<file path="src/rtl/pixel_readout_ctrl.sv">
// pixel_readout_ctrl: exposure timer plus per-row settle / convert / release
// sequencer between the camera FSM and the pixel array / ADC.
// Optional build macro: PIXEL_CDS_EN adds correlated double sampling
// (PixRst output plus a reset-level second conversion per row).
module pixel_readout_ctrl #(
    parameter int NUM_ROWS      = 2,
    parameter int EXP_W         = 5,
    parameter int SETTLE_CYCLES = 1,
    parameter int ADC_CYCLES    = 1
) (
    input  logic                Clk,
    input  logic                Reset,
    input  logic                Init,
    input  logic [EXP_W-1:0]    ExpTime,
    output logic                Erase,
    output logic                Expose,
    output logic [NUM_ROWS-1:0] NRE,
    output logic                ADC,
    output logic                Busy,
    output logic                Done
`ifdef PIXEL_CDS_EN
    ,
    output logic                PixRst
`endif
);

    localparam int ROW_W     = (NUM_ROWS > 1) ? $clog2(NUM_ROWS) : 1;
    localparam int DWELL_MAX = (SETTLE_CYCLES > ADC_CYCLES) ? SETTLE_CYCLES : ADC_CYCLES;
    localparam int CNT_W     = $clog2(DWELL_MAX + 1);

    localparam logic [ROW_W-1:0] LAST_ROW    = ROW_W'(NUM_ROWS - 1);
    localparam logic [CNT_W-1:0] SETTLE_LOAD = CNT_W'(SETTLE_CYCLES);
    localparam logic [CNT_W-1:0] ADC_LOAD    = CNT_W'(ADC_CYCLES);

    typedef enum logic [2:0] {
        IDLE,
        EXPOSE,
        SETTLE,
        CONVERT,
        RELEASE,
        CDS_RST,
        GAP,
        DONE
    } state_t;

    state_t             state, state_n;
    logic [ROW_W-1:0]   row, row_n;
    logic [EXP_W-1:0]   exp_cnt, exp_cnt_n;
    // One dwell counter serves settle, CDS reset and ADC phases; it is
    // reloaded on each phase entry and leaves the phase at 1, so it never wraps.
    logic [CNT_W-1:0]   dwell_cnt, dwell_n;
    logic               init_q;
    logic               start;

    logic               erase_n, expose_n, adc_n, busy_n, done_n;
    logic [NUM_ROWS-1:0] nre_n;
`ifdef PIXEL_CDS_EN
    logic               second, second_n;
    logic               pix_rst_n;
`endif

    // Rising edge of Init; init_q resets high so a held Init cannot start a frame.
    assign start = Init & ~init_q;

    // Next-state, counter updates and Moore output decode of the next state.
    always_comb begin
        // NOTE: every signal gets a default first so no path leaves it unassigned (no latches).
        state_n   = state;
        row_n     = row;
        exp_cnt_n = exp_cnt;
        dwell_n   = dwell_cnt;
`ifdef PIXEL_CDS_EN
        second_n  = second;
`endif
        case (state)
            IDLE: begin
                if (start) begin
                    exp_cnt_n = (ExpTime == '0) ? EXP_W'(1) : ExpTime;
                    state_n   = EXPOSE;
                end
            end
            EXPOSE: begin
                exp_cnt_n = exp_cnt - EXP_W'(1);
                if (exp_cnt == EXP_W'(1)) begin
                    state_n = SETTLE;
                    dwell_n = SETTLE_LOAD;
                end
            end
            SETTLE, CDS_RST: begin
                dwell_n = dwell_cnt - CNT_W'(1);
                if (dwell_cnt == CNT_W'(1)) begin
                    state_n = CONVERT;
                    dwell_n = ADC_LOAD;
                end
            end
            CONVERT: begin
                dwell_n = dwell_cnt - CNT_W'(1);
                if (dwell_cnt == CNT_W'(1)) begin
                    state_n = RELEASE;
                end
            end
            RELEASE: begin
`ifdef PIXEL_CDS_EN
                // First release leads into the reset-level sample, second ends the row.
                if (!second) begin
                    state_n  = CDS_RST;
                    dwell_n  = SETTLE_LOAD;
                    second_n = 1'b1;
                end else begin
                    state_n  = GAP;
                    second_n = 1'b0;
                end
`else
                state_n = GAP;
`endif
            end
            GAP: begin
                if (row == LAST_ROW) begin
                    state_n = DONE;
                end else begin
                    row_n   = row + ROW_W'(1);
                    state_n = SETTLE;
                    dwell_n = SETTLE_LOAD;
                end
            end
            DONE: begin
                row_n   = '0;
                state_n = IDLE;
            end
            default: begin
                state_n = IDLE;
            end
        endcase

        erase_n  = (state_n == IDLE) || (state_n == DONE);
        expose_n = (state_n == EXPOSE);
        adc_n    = (state_n == CONVERT);
        busy_n   = (state_n != IDLE);
        done_n   = (state_n == DONE);
        nre_n    = (state_n inside {SETTLE, CONVERT, RELEASE, CDS_RST})
                   ? (NUM_ROWS'(1) << row_n) : '0;
`ifdef PIXEL_CDS_EN
        pix_rst_n = (state_n == CDS_RST);
`endif
    end

    // State, counters and registered outputs; asynchronous active-high reset.
    always_ff @(posedge Clk or posedge Reset) begin
        if (Reset) begin
            state     <= IDLE;
            row       <= '0;
            exp_cnt   <= '0;
            dwell_cnt <= '0;
            init_q    <= 1'b1;
            Erase     <= 1'b1;
            Expose    <= 1'b0;
            NRE       <= '0;
            ADC       <= 1'b0;
            Busy      <= 1'b0;
            Done      <= 1'b0;
`ifdef PIXEL_CDS_EN
            second    <= 1'b0;
            PixRst    <= 1'b0;
`endif
        end else begin
            // NOTE: non-blocking assignments so every register samples pre-edge values.
            state     <= state_n;
            row       <= row_n;
            exp_cnt   <= exp_cnt_n;
            dwell_cnt <= dwell_n;
            init_q    <= Init;
            Erase     <= erase_n;
            Expose    <= expose_n;
            NRE       <= nre_n;
            ADC       <= adc_n;
            Busy      <= busy_n;
            Done      <= done_n;
`ifdef PIXEL_CDS_EN
            second    <= second_n;
            PixRst    <= pix_rst_n;
`endif
        end
    end

endmodule

</file>
<file path="config.mk">
export PLATFORM = sky130hd
export DESIGN_NAME = pixel_readout_ctrl
export DESIGN_NICKNAME = d
export VERILOG_FILES = /design/src/rtl/pixel_readout_ctrl.sv
export SDC_FILE = /design/constraint.sdc
export NUM_CORES = 1
export LEC_CHECK = 0
export CORE_UTILIZATION = 46
export CTS_CLUSTER_DIAMETER = 100
export CTS_CLUSTER_SIZE = 24
export DETAILED_ROUTE_END_ITERATION = 10
export PLACE_DENSITY = 0.67
export SLEW_MARGIN = 20
export SYNTH_ARGS = -nofsm -noshare
export SYNTH_HDL_FRONTEND = slang
export SYNTH_SLANG_ARGS = --single-unit
</file>
<file path="constraint.sdc">
create_clock -name Clk -period 5.6 [get_ports Clk]
set_clock_uncertainty 0.15 [all_clocks]
set_input_delay 0.84 -clock Clk [delete_from_list [all_inputs] [get_ports Clk]]
set_output_delay 0.84 -clock Clk [all_outputs]
set_load 0.02 [all_outputs]
</file>
=== Word-level counts from Yosys, hierarchy flattened ===
Index checks and enable logic that the tools add are counted.

* Register bits: 18
* Word-level logic and storage cells: 61
* Output and inout port bits: 7

* Bitwise operators: 2
* Eq/ne operators: 17
* Reduce and logical (&&, ||, !) cells: 11
* Shift-type cells: 1
* Add/sub/neg operators: 3
* Multiplexer cells: 16

{| class="wikitable"
|+ Operators with widths
! cell !! count
|-
| 3-bit == test (second input constant) || 7
|-
| 3-bit case mux with 7 select lines || 1
|-
| 3-bit two-way mux || 5
|-
| 3-bit by 2-bit == test with 1-bit output (second input constant) || 4
|-
| 5-bit two-way mux || 2
|-
| 5-bit case mux with 2 select lines || 1
|-
| 4-bit nonzero test || 2
|-
| 3-bit by 1-bit == test with 1-bit output (second input constant) || 2
|-
| 3-bit zero test || 2
|-
| 2-bit != test (second input constant) || 3
|-
| 5-bit by 1-bit == test with 1-bit output (second input constant) || 1
|-
| 5-bit zero test || 1
|-
| 5-bit by 1-bit subtractor with 5-bit output (second input constant) || 1
|-
| 1-bit two-way mux || 4
|-
| 1-bit case mux with 4 select lines || 1
|-
| 3-bit AND reduction || 1
|-
| 3-bit nonzero test || 1
|-
| 2-bit two-way mux || 1
|-
| 1-bit case mux with 2 select lines || 1
|-
| 2-bit AND reduction || 1
|-
| 2-bit nonzero test || 1
|-
| 2-bit OR reduction || 1
|-
| 1-bit by 1-bit left shift with 2-bit output (first input constant) || 1
|-
| 1-bit adder (second input constant) || 1
|-
| 4 further kinds || 4
|}

=== Depth between registers and ports, before layout ===
Gate-level depths: netlist (run 1).

* Word-level depth: 7
* Gate-level depth with buffers: 6
* Depth with buffers taken out: 6

=== Worst setup path before layout (run 1) ===
OpenSTA, ideal clock, no wires.

* Path kind: in2reg
* Start point: input port Init
* End point: register ADC
* Path buffers: 0
* Slack: 3647 ps
* Cell stages on the path: 4
* Data arrival time: 1719 ps
* Path through: or4b_1 mux2i_1 nand4b_4 a21boi_0

* Cells in the longest elaborated chain, start to end: 4

{| class="wikitable"
|+ RTL lines
! element !! line !! text
|-
| start: declaration || 13 || <nowiki>input logic Init,</nowiki>
|-
| 1-bit bitwise AND || 63 || <nowiki>assign start = Init & ~init_q;</nowiki>
|-
| 3-bit two-way mux || 77 || <nowiki>if (start) begin</nowiki>
|-
| 3-bit case mux with 7 select lines || 75 || <nowiki>case (state)</nowiki>
|-
| via state_n[0] || 46 || <nowiki>state_t state, state_n;</nowiki>
|-
| 3-bit by 2-bit == test with 1-bit output || 137 || <nowiki>adc_n = (state_n == CONVERT);</nowiki>
|-
| via adc_n || 55 || <nowiki>logic erase_n, expose_n, adc_n, busy_n, done_n;</nowiki>
|-
| end signal: assignment || 175 || <nowiki>ADC <= adc_n;</nowiki>
|-
| end: declaration || 18 || <nowiki>output logic ADC,</nowiki>
|}

The timed path passes the listed nets, and every way through them passes these cells.
A chain may end at the register's enable or synchronous reset.

=== Worst setup path in the final report (run 1) ===
* Start point: register Erase
* End point: output port Erase

{| class="wikitable"
|+ RTL lines
! element !! line !! text
|-
| start: declaration || 15 || <nowiki>output logic Erase,</nowiki>
|-
| start signal: assignment || 172 || <nowiki>Erase <= erase_n;</nowiki>
|}

No word-level cell between the ends.

==> flow_summary.toml, run 1 <==
[status]
outcome = "finished, final reports clean"

[clocking]
cts.path.max_buffers = 2
cts_resized = 0
clockRootBuffer = "clkbuf_4"
cts_tree = "yes"
clock_latency_ps = 290
cts_inserted_buffers = 3
post_cts_buffers = 0
cts.reportedPaths.clkPinSlew_ps = 110
cts_sinks = 18
htreeDepth = 1
cts_hold_buf = 0

[critical_path]
cp-end-kind = "output pin"
worstPathMaxFanout = 1
crit_family = "buffers and inverters"
r2r.worst_path.cells = 6
cp_num_buf_inv = 1
r2r_start = "exp_cnt[1]$_DFFE_PP0P_"
start_kind = "register"
critPathKind = "register to output pin"
critPathMaxStageDelay_ps = 590
worstPathCellList = "clkdlybuf4s50_1"
slowest_stage = "clkdlybuf4s50_1"
path_depth = 1
reg2reg_to = "Busy$_DFF_PP0_"
crit_start = "Erase$_DFF_PP1_"
reg2reg_slack_ps = 3530
worstPathArrival_ps = 1420
crit_required_ps = 4610
endpoint = "Erase"

[die]
core_um2 = 1960
dieArea_um2 = 2270
start_util_pct = 48.8
die_h_um = 47.6
io_pins = 15
die_w_um = 47.6
rows = 16

[timing]
timing.final.crit_period_ps = 2410
timing.final.ws_setup_ps = 3190
rsz0062_at_grt = "no"
finalSetupTns_ps = 0
slew_headroom_pct = 56.3
tightest_slew_ps = 655
worst_hold_slack_ps = 383
finalSetupViolations = 0
fmax_mhz = 415
maxSlewViolCount = 0
hold_violations = 0
fin_crit_sh_pct = 43.0

[worst_hold_path]
hold_path_depth = 1
hold_path.class = "register to register"

[power]
switching_share_pct = 41.2
combPwrFrac_pct = 44.8
p_per_area_nw_per_um2 = 548
internal_power_mw = 0.371
netSwitchingPower_mw = 0.260
total_power_mw = 0.631
seq_power_share_pct = 42.2
p_clk_share_pct = 13.0
power.leakage_nw = 0.478
peakVddDrop_v = 0.000245

[route]
wl_per_cell_um = 13.0
num_vias = 744
drc = 0
ant_nets = 0
wirelength_um = 1770
via_per_inst = 5.47
firstDrtPassIters = 4
first_iter_violations = 33

[layout]
top_register = "exp_cnt"
nets = 120
multi_input_area_um2 = 473
reg.largest.list = "exp_cnt x5, state x3, NRE x2"
antenna_cells_inserted = 0
regArea_um2 = 453
largest_register_ffs = 5
layout-drive-gt1-share_pct = 11.9
stdcell_count = 136
area_delta_synth_final_pct = 20.3
fill_cells = 194

[global_routing]
grt_max_degree = 19
grt_overflow_total = 0
grt_pass1_wl_um = 2820
first_global_vias = 591
antenna_found_initial = 0
grt.total_usage_pct = 18.2

[logic_synthesis]
avgSynthCellArea_um2 = 10.1
ys_ff_latch = 18
synthCells = 95
syn-num-nets = 105
ys_seq_area_share_pct = 47.3
synth.cell_area_um2 = 957
ys_types = 32
ys_warn_count = 0

[flow_run]
cap_violations = 0

[place]
hpwl_um = 1290
dp_slack_ps = 3080
dp_cells = 132
port_buffers = 14
gp_congestion = 0.822
-- worst min path at each step --
| stage | from | to | slack [ps] |
|---|---|---|---|
| global placement | row$_DFF_PP0_ | NRE[0]$_DFF_PP0_ | 360 |
| detailed placement | row$_DFF_PP0_ | NRE[0]$_DFF_PP0_ | 370 |
| floorplan | row$_DFF_PP0_ | NRE[0]$_DFF_PP0_ | 330 |
| finish | row$_DFF_PP0_ | NRE[0]$_DFF_PP0_ | 380 |
| global route | row$_DFF_PP0_ | NRE[0]$_DFF_PP0_ | 430 |
| CTS | row$_DFF_PP0_ | NRE[0]$_DFF_PP0_ | 390 |
-- cells in the mapped netlist --
cell / count / area (um2)
inv_1: 4 / 15.0
o22a_1: 1 / 8.76
a21oi_1: 4 / 20.0
o31ai_1: 1 / 7.51
a211oi_1: 1 / 7.51
nand2_1: 10 / 37.5
nor2b_1: 2 / 12.5
nor4b_2: 2 / 30.0
nor2_1: 12 / 45.0
o21ai_0: 7 / 35.0
dfstp_2: 2 / 52.6
clkbuf_1: 3 / 11.3
dfrtp_1: 16 / 400
or4b_1: 1 / 10.0
a21boi_0: 1 / 7.51
o221ai_1: 1 / 8.76
buf_2: 1 / 5.00
nand2b_1: 1 / 6.26
a22oi_1: 1 / 7.51
o21a_1: 3 / 22.5
mux2_2: 3 / 33.8
nand4b_4: 1 / 23.8
ha_1: 2 / 25.0
xor2_1: 1 / 8.76
nor3b_4: 1 / 18.8
nand3b_1: 2 / 15.0
nor3_1: 1 / 5.00
a211o_1: 1 / 8.76
or3_1: 1 / 6.26
nor4_1: 1 / 6.26
mux2i_1: 4 / 40.0
nand3_1: 3 / 15.0
-- layer usage --
layer | part of all wire (%) | global-route usage (%) | vias to the layer above
met4 | 1.1 | 6.67 | 0
li1 | - | - | 364
met2 | 44 | 23.3 | 20
met3 | 4.0 | 3.40 | 4
met5 | 0 | 0 | -
met1 | 51 | 29.8 | 356
-- per-stage QoR --
stage / cell area (um2) / utilization, %
after floorplan: 957 / -
after global placement: 1110 / 56.8
after detailed placement: 1110 / 56.8
after CTS: 1150 / 58.7
after global routing: 1150 / 58.7
final: 1150 / 58.7
-- cells by family after synthesis --
| family | count (synthesis) | share of synthesized area (%) |
|---|---|---|
| buffers and inverters | 8 | 3.27 |
| xor gates and xnor gates | 1 | 0.915 |
| DFF | 18 | 47.3 |
| muxes | 7 | 7.71 |
| AOI/OAI and AO/OA | 21 | 14.0 |
| and+or+nand+nor | 38 | 24.2 |
| adders and majority gates | 2 | 2.61 |
-- final cells by class --
cell class                 count  area share (%)
clock buffer                   4            3.15
inverter                       4            1.30
multi-input combinational     69            41.1
sequential                    18            39.3
tap                           27            2.93
timing repair buffer          14            12.2
-- power by group through the flow --
stage	clock [mW]	sequential, mW	combinational [mW]
after CTS	0.0842	0.266	0.285
after floorplan	0	0.249	0.219
after detailed placement	0	0.269	0.283
after global routing	0.0892	0.279	0.321
final	0.0821	0.266	0.283
after global placement	0	0.267	0.279
-- worst register-to-register path: cells and delay by family (launching register included) --
kind / cells / cell delay [ps]
buf+inv: 1 / 100
simple gates: 3 / 990
mux: 1 / 180
fa+ha+maj: 1 / 140
flops: 1 / 400
-- layout by cell type (no fill, tap or decap), types with 4 or more instances in the layout --
master           count
nor2_1              12
mux2i_1              4
clkdlybuf4s50_1     14
o21ai_0              7
inv_1                4
nand2_1             10
dfrtp_1             16
a21oi_1              4
Power figures use the tool's default switching activity.
==> run 2, diff against run 1 <==
--- a/config.mk
+++ b/config.mk
@@ -9,7 +9,7 @@
 export CTS_CLUSTER_DIAMETER = 100
 export CTS_CLUSTER_SIZE = 24
 export DETAILED_ROUTE_END_ITERATION = 10
-export PLACE_DENSITY = 0.67
+export PLACE_DENSITY = 0.7
 export SLEW_MARGIN = 20
 export SYNTH_ARGS = -nofsm -noshare
 export SYNTH_HDL_FRONTEND = slang
==> constraint.sdc (replaced) <==
create_clock -name Clk -period 2.1 [get_ports Clk]
set_clock_uncertainty 0.15 [all_clocks]
set_input_delay 0.315 -clock Clk [delete_from_list [all_inputs] [get_ports Clk]]
set_output_delay 0.315 -clock Clk [all_outputs]
set_load 0.02 [all_outputs]
==> run 2 against run 1 <==
  * Power grew to 2.7 times the previous value
  * Highest routed layer is now met3
  * Count of clock-buffer cells in the layout unchanged
  * Critical endpoint is now Busy$_DFF_PP0_
  * Die area did not move
  * Via count grew 3.1%
  * Largest cell class unchanged
  * Clock power grew 110%
  * Register-to-register slack worse by 3300 ps
  * Non-clock buffer count is 7 higher
  * Worst setup slack got worse by 3000 ps
  * Combinational power grew to 3.2 times the previous value
  * Sequential cell count did not move
  * Hold slack lost 270 ps
  * Global-route usage grew 0.96 points
==> flow_summary.toml, run 2 (synthesis gave the netlist of run 1 again) <==
[timing]
slew_headroom_pct = 80.0
finalSetupTns_ps = 0
finalSetupViolations = 0
maxSlewViolCount = 0
hold_violations = 0
fmax_mhz = 526
timing.final.crit_period_ps = 1900
tightest_slew_ps = 299
fin_crit_sh_pct = 90.5
rsz0062_at_grt = "no"

[route]
num_vias = 767
first_iter_violations = 9
firstDrtPassIters = 4
wirelength_um = 1870
ant_nets = 0
wl_per_cell_um = 13.1
drc = 0
via_per_inst = 5.36

[power]
seq_power_share_pct = 37.5
peakVddDrop_v = 0.000668
p_per_area_nw_per_um2 = 1430
combPwrFrac_pct = 52.6
p_clk_share_pct = 9.9
switching_share_pct = 40.8
netSwitchingPower_mw = 0.697
internal_power_mw = 1.01
power.leakage_nw = 0.507
total_power_mw = 1.71

[clocking]
cts_resized = 0
cts_sinks = 18
clockRootBuffer = "clkbuf_4"
cts.reportedPaths.clkPinSlew_ps = 100
post_cts_buffers = 0
cts_inserted_buffers = 3
clock_latency_ps = 290
cts_tree = "yes"
cts_hold_buf = 0
htreeDepth = 1
cts.path.max_buffers = 2

[global_routing]
grt_overflow_total = 0
grt_pass1_wl_um = 3040
antenna_found_initial = 0
grt.total_usage_pct = 19.2
grt_max_degree = 14
first_global_vias = 646

[critical_path]
cp-end-kind = "register"
crit_required_ps = 2110
endpoint = "Busy$_DFF_PP0_"
r2r.worst_path.cells = 6
worstPathArrival_ps = 1910
crit_start = "exp_cnt[1]$_DFFE_PP0P_"
reg2reg_slack_ps = 200
critPathKind = "register to register"
reg2reg_to = "Busy$_DFF_PP0_"
worstPathMaxFanout = 4
r2r_start = "exp_cnt[1]$_DFFE_PP0P_"
start_kind = "register"

[place]
dp_cells = 139
port_buffers = 14
placed_area_um2 = 1170
gp_congestion = 0.792
hpwl_um = 1460

[layout]
layout-drive-gt1-share_pct = 16.4
design_area_um2 = 1190
stdcell_count = 143
area_delta_synth_final_pct = 24.7
nets = 127
mostFrequentLayoutCells = "16 x dfrtp_1, 14 x clkdlybuf4s50_1, 12 x nor2_1, 10 x nand2_1"
largest_register_ffs = 5
fill_cells = 185
layout_commonest_cell = "dfrtp_1"
reg.largest.list = "exp_cnt x5, state x3, NRE x2"
fin_util_pct = 60.8
antenna_cells_inserted = 0
top_register = "exp_cnt"

[worst_hold_path]
hold_path.class = "input port to async pin"

[die]
dieArea_um2 = 2270
die_w_um = 47.6
io_pins = 15
die_h_um = 47.6
rows = 16
start_util_pct = 48.8
core_um2 = 1960

[status]
outcome = "finished, final reports clean"

[flow_run]
cap_violations = 0
-- run 2: changes by cell type in the layout (fill, tap and decap cells not counted), sizes merged --
cell  delta
buf      +7
-- run 2: worst min path at each step --
| stage | to | from | cells past startpoint | slack (ps) |
|---|---|---|---|---|
| 2_1_floorplan | ADC$_DFF_PP0_ | Reset | 1 | 100 |
| 3_3_place_gp | NRE[0]$_DFF_PP0_ | row$_DFF_PP0_ | 1 | 370 |
| 3_5_place_dp | NRE[0]$_DFF_PP0_ | row$_DFF_PP0_ | 1 | 380 |
| 4_1_cts | exp_cnt[4]$_DFFE_PP0P_ | Reset | 2 | 110 |
| 5_1_grt | exp_cnt[4]$_DFFE_PP0P_ | Reset | 2 | 120 |
| 6_report | dwell_cnt$_DFFE_PP0P_ | Reset | 2 | 110 |
-- run 2: layer usage --
metal	track usage (%)	part of all wire (%)
met2	28.2	48
met3	6.79	3.0
met5	0	0
met4	1.67	0
met1	28.3	49
-- run 2: stage by stage --
step                worst slack, ps  hold WS, ps
finish                          200          110
global route                   57.1          120
CTS                             182          110
detailed placement            -60.9          383
global placement                104          373
floorplan                       317          102
-- run 2: layout make-up --
type | instances | area, um2 | share of cell area (%)
inverter | 4 | 15.0 | 1.26
multi-input combinational | 69 | 473 | 39.6
clock buffer | 4 | 26.3 | 2.20
tap | 27 | 33.8 | 2.83
sequential | 18 | 453 | 37.9
timing repair buffer | 21 | 193 | 16.1
-- run 2: power by group through the flow --
stage | Combinational [mW] | Clock (mW) | Sequential (mW)
detailed placement | 0.898 | 0 | 0.644
finish | 0.899 | 0.170 | 0.641
CTS | 0.900 | 0.177 | 0.639
global placement | 0.875 | 0 | 0.637
global route | 1.01 | 0.197 | 0.659
floorplan | 0.583 | 0 | 0.665
-- run 2: worst max-delay path, cell delays in order, from the launching register on --
cell      delay [ps]
dfrtp_1          390
inv_1            100
ha_1             160
nor4b_2          240
mux2i_1          170
nand4b_4         210
or3_1            360
==> run 3, diff against run 2 <==
--- a/config.mk
+++ b/config.mk
@@ -6,7 +6,7 @@
 export NUM_CORES = 1
 export LEC_CHECK = 0
 export CORE_UTILIZATION = 46
-export CTS_CLUSTER_DIAMETER = 100
+export CTS_CLUSTER_DIAMETER = 40
 export CTS_CLUSTER_SIZE = 24
 export DETAILED_ROUTE_END_ITERATION = 10
 export PLACE_DENSITY = 0.7
==> results of run 3 <==
Final layout, timing and power as in run 2 (identical DEF).
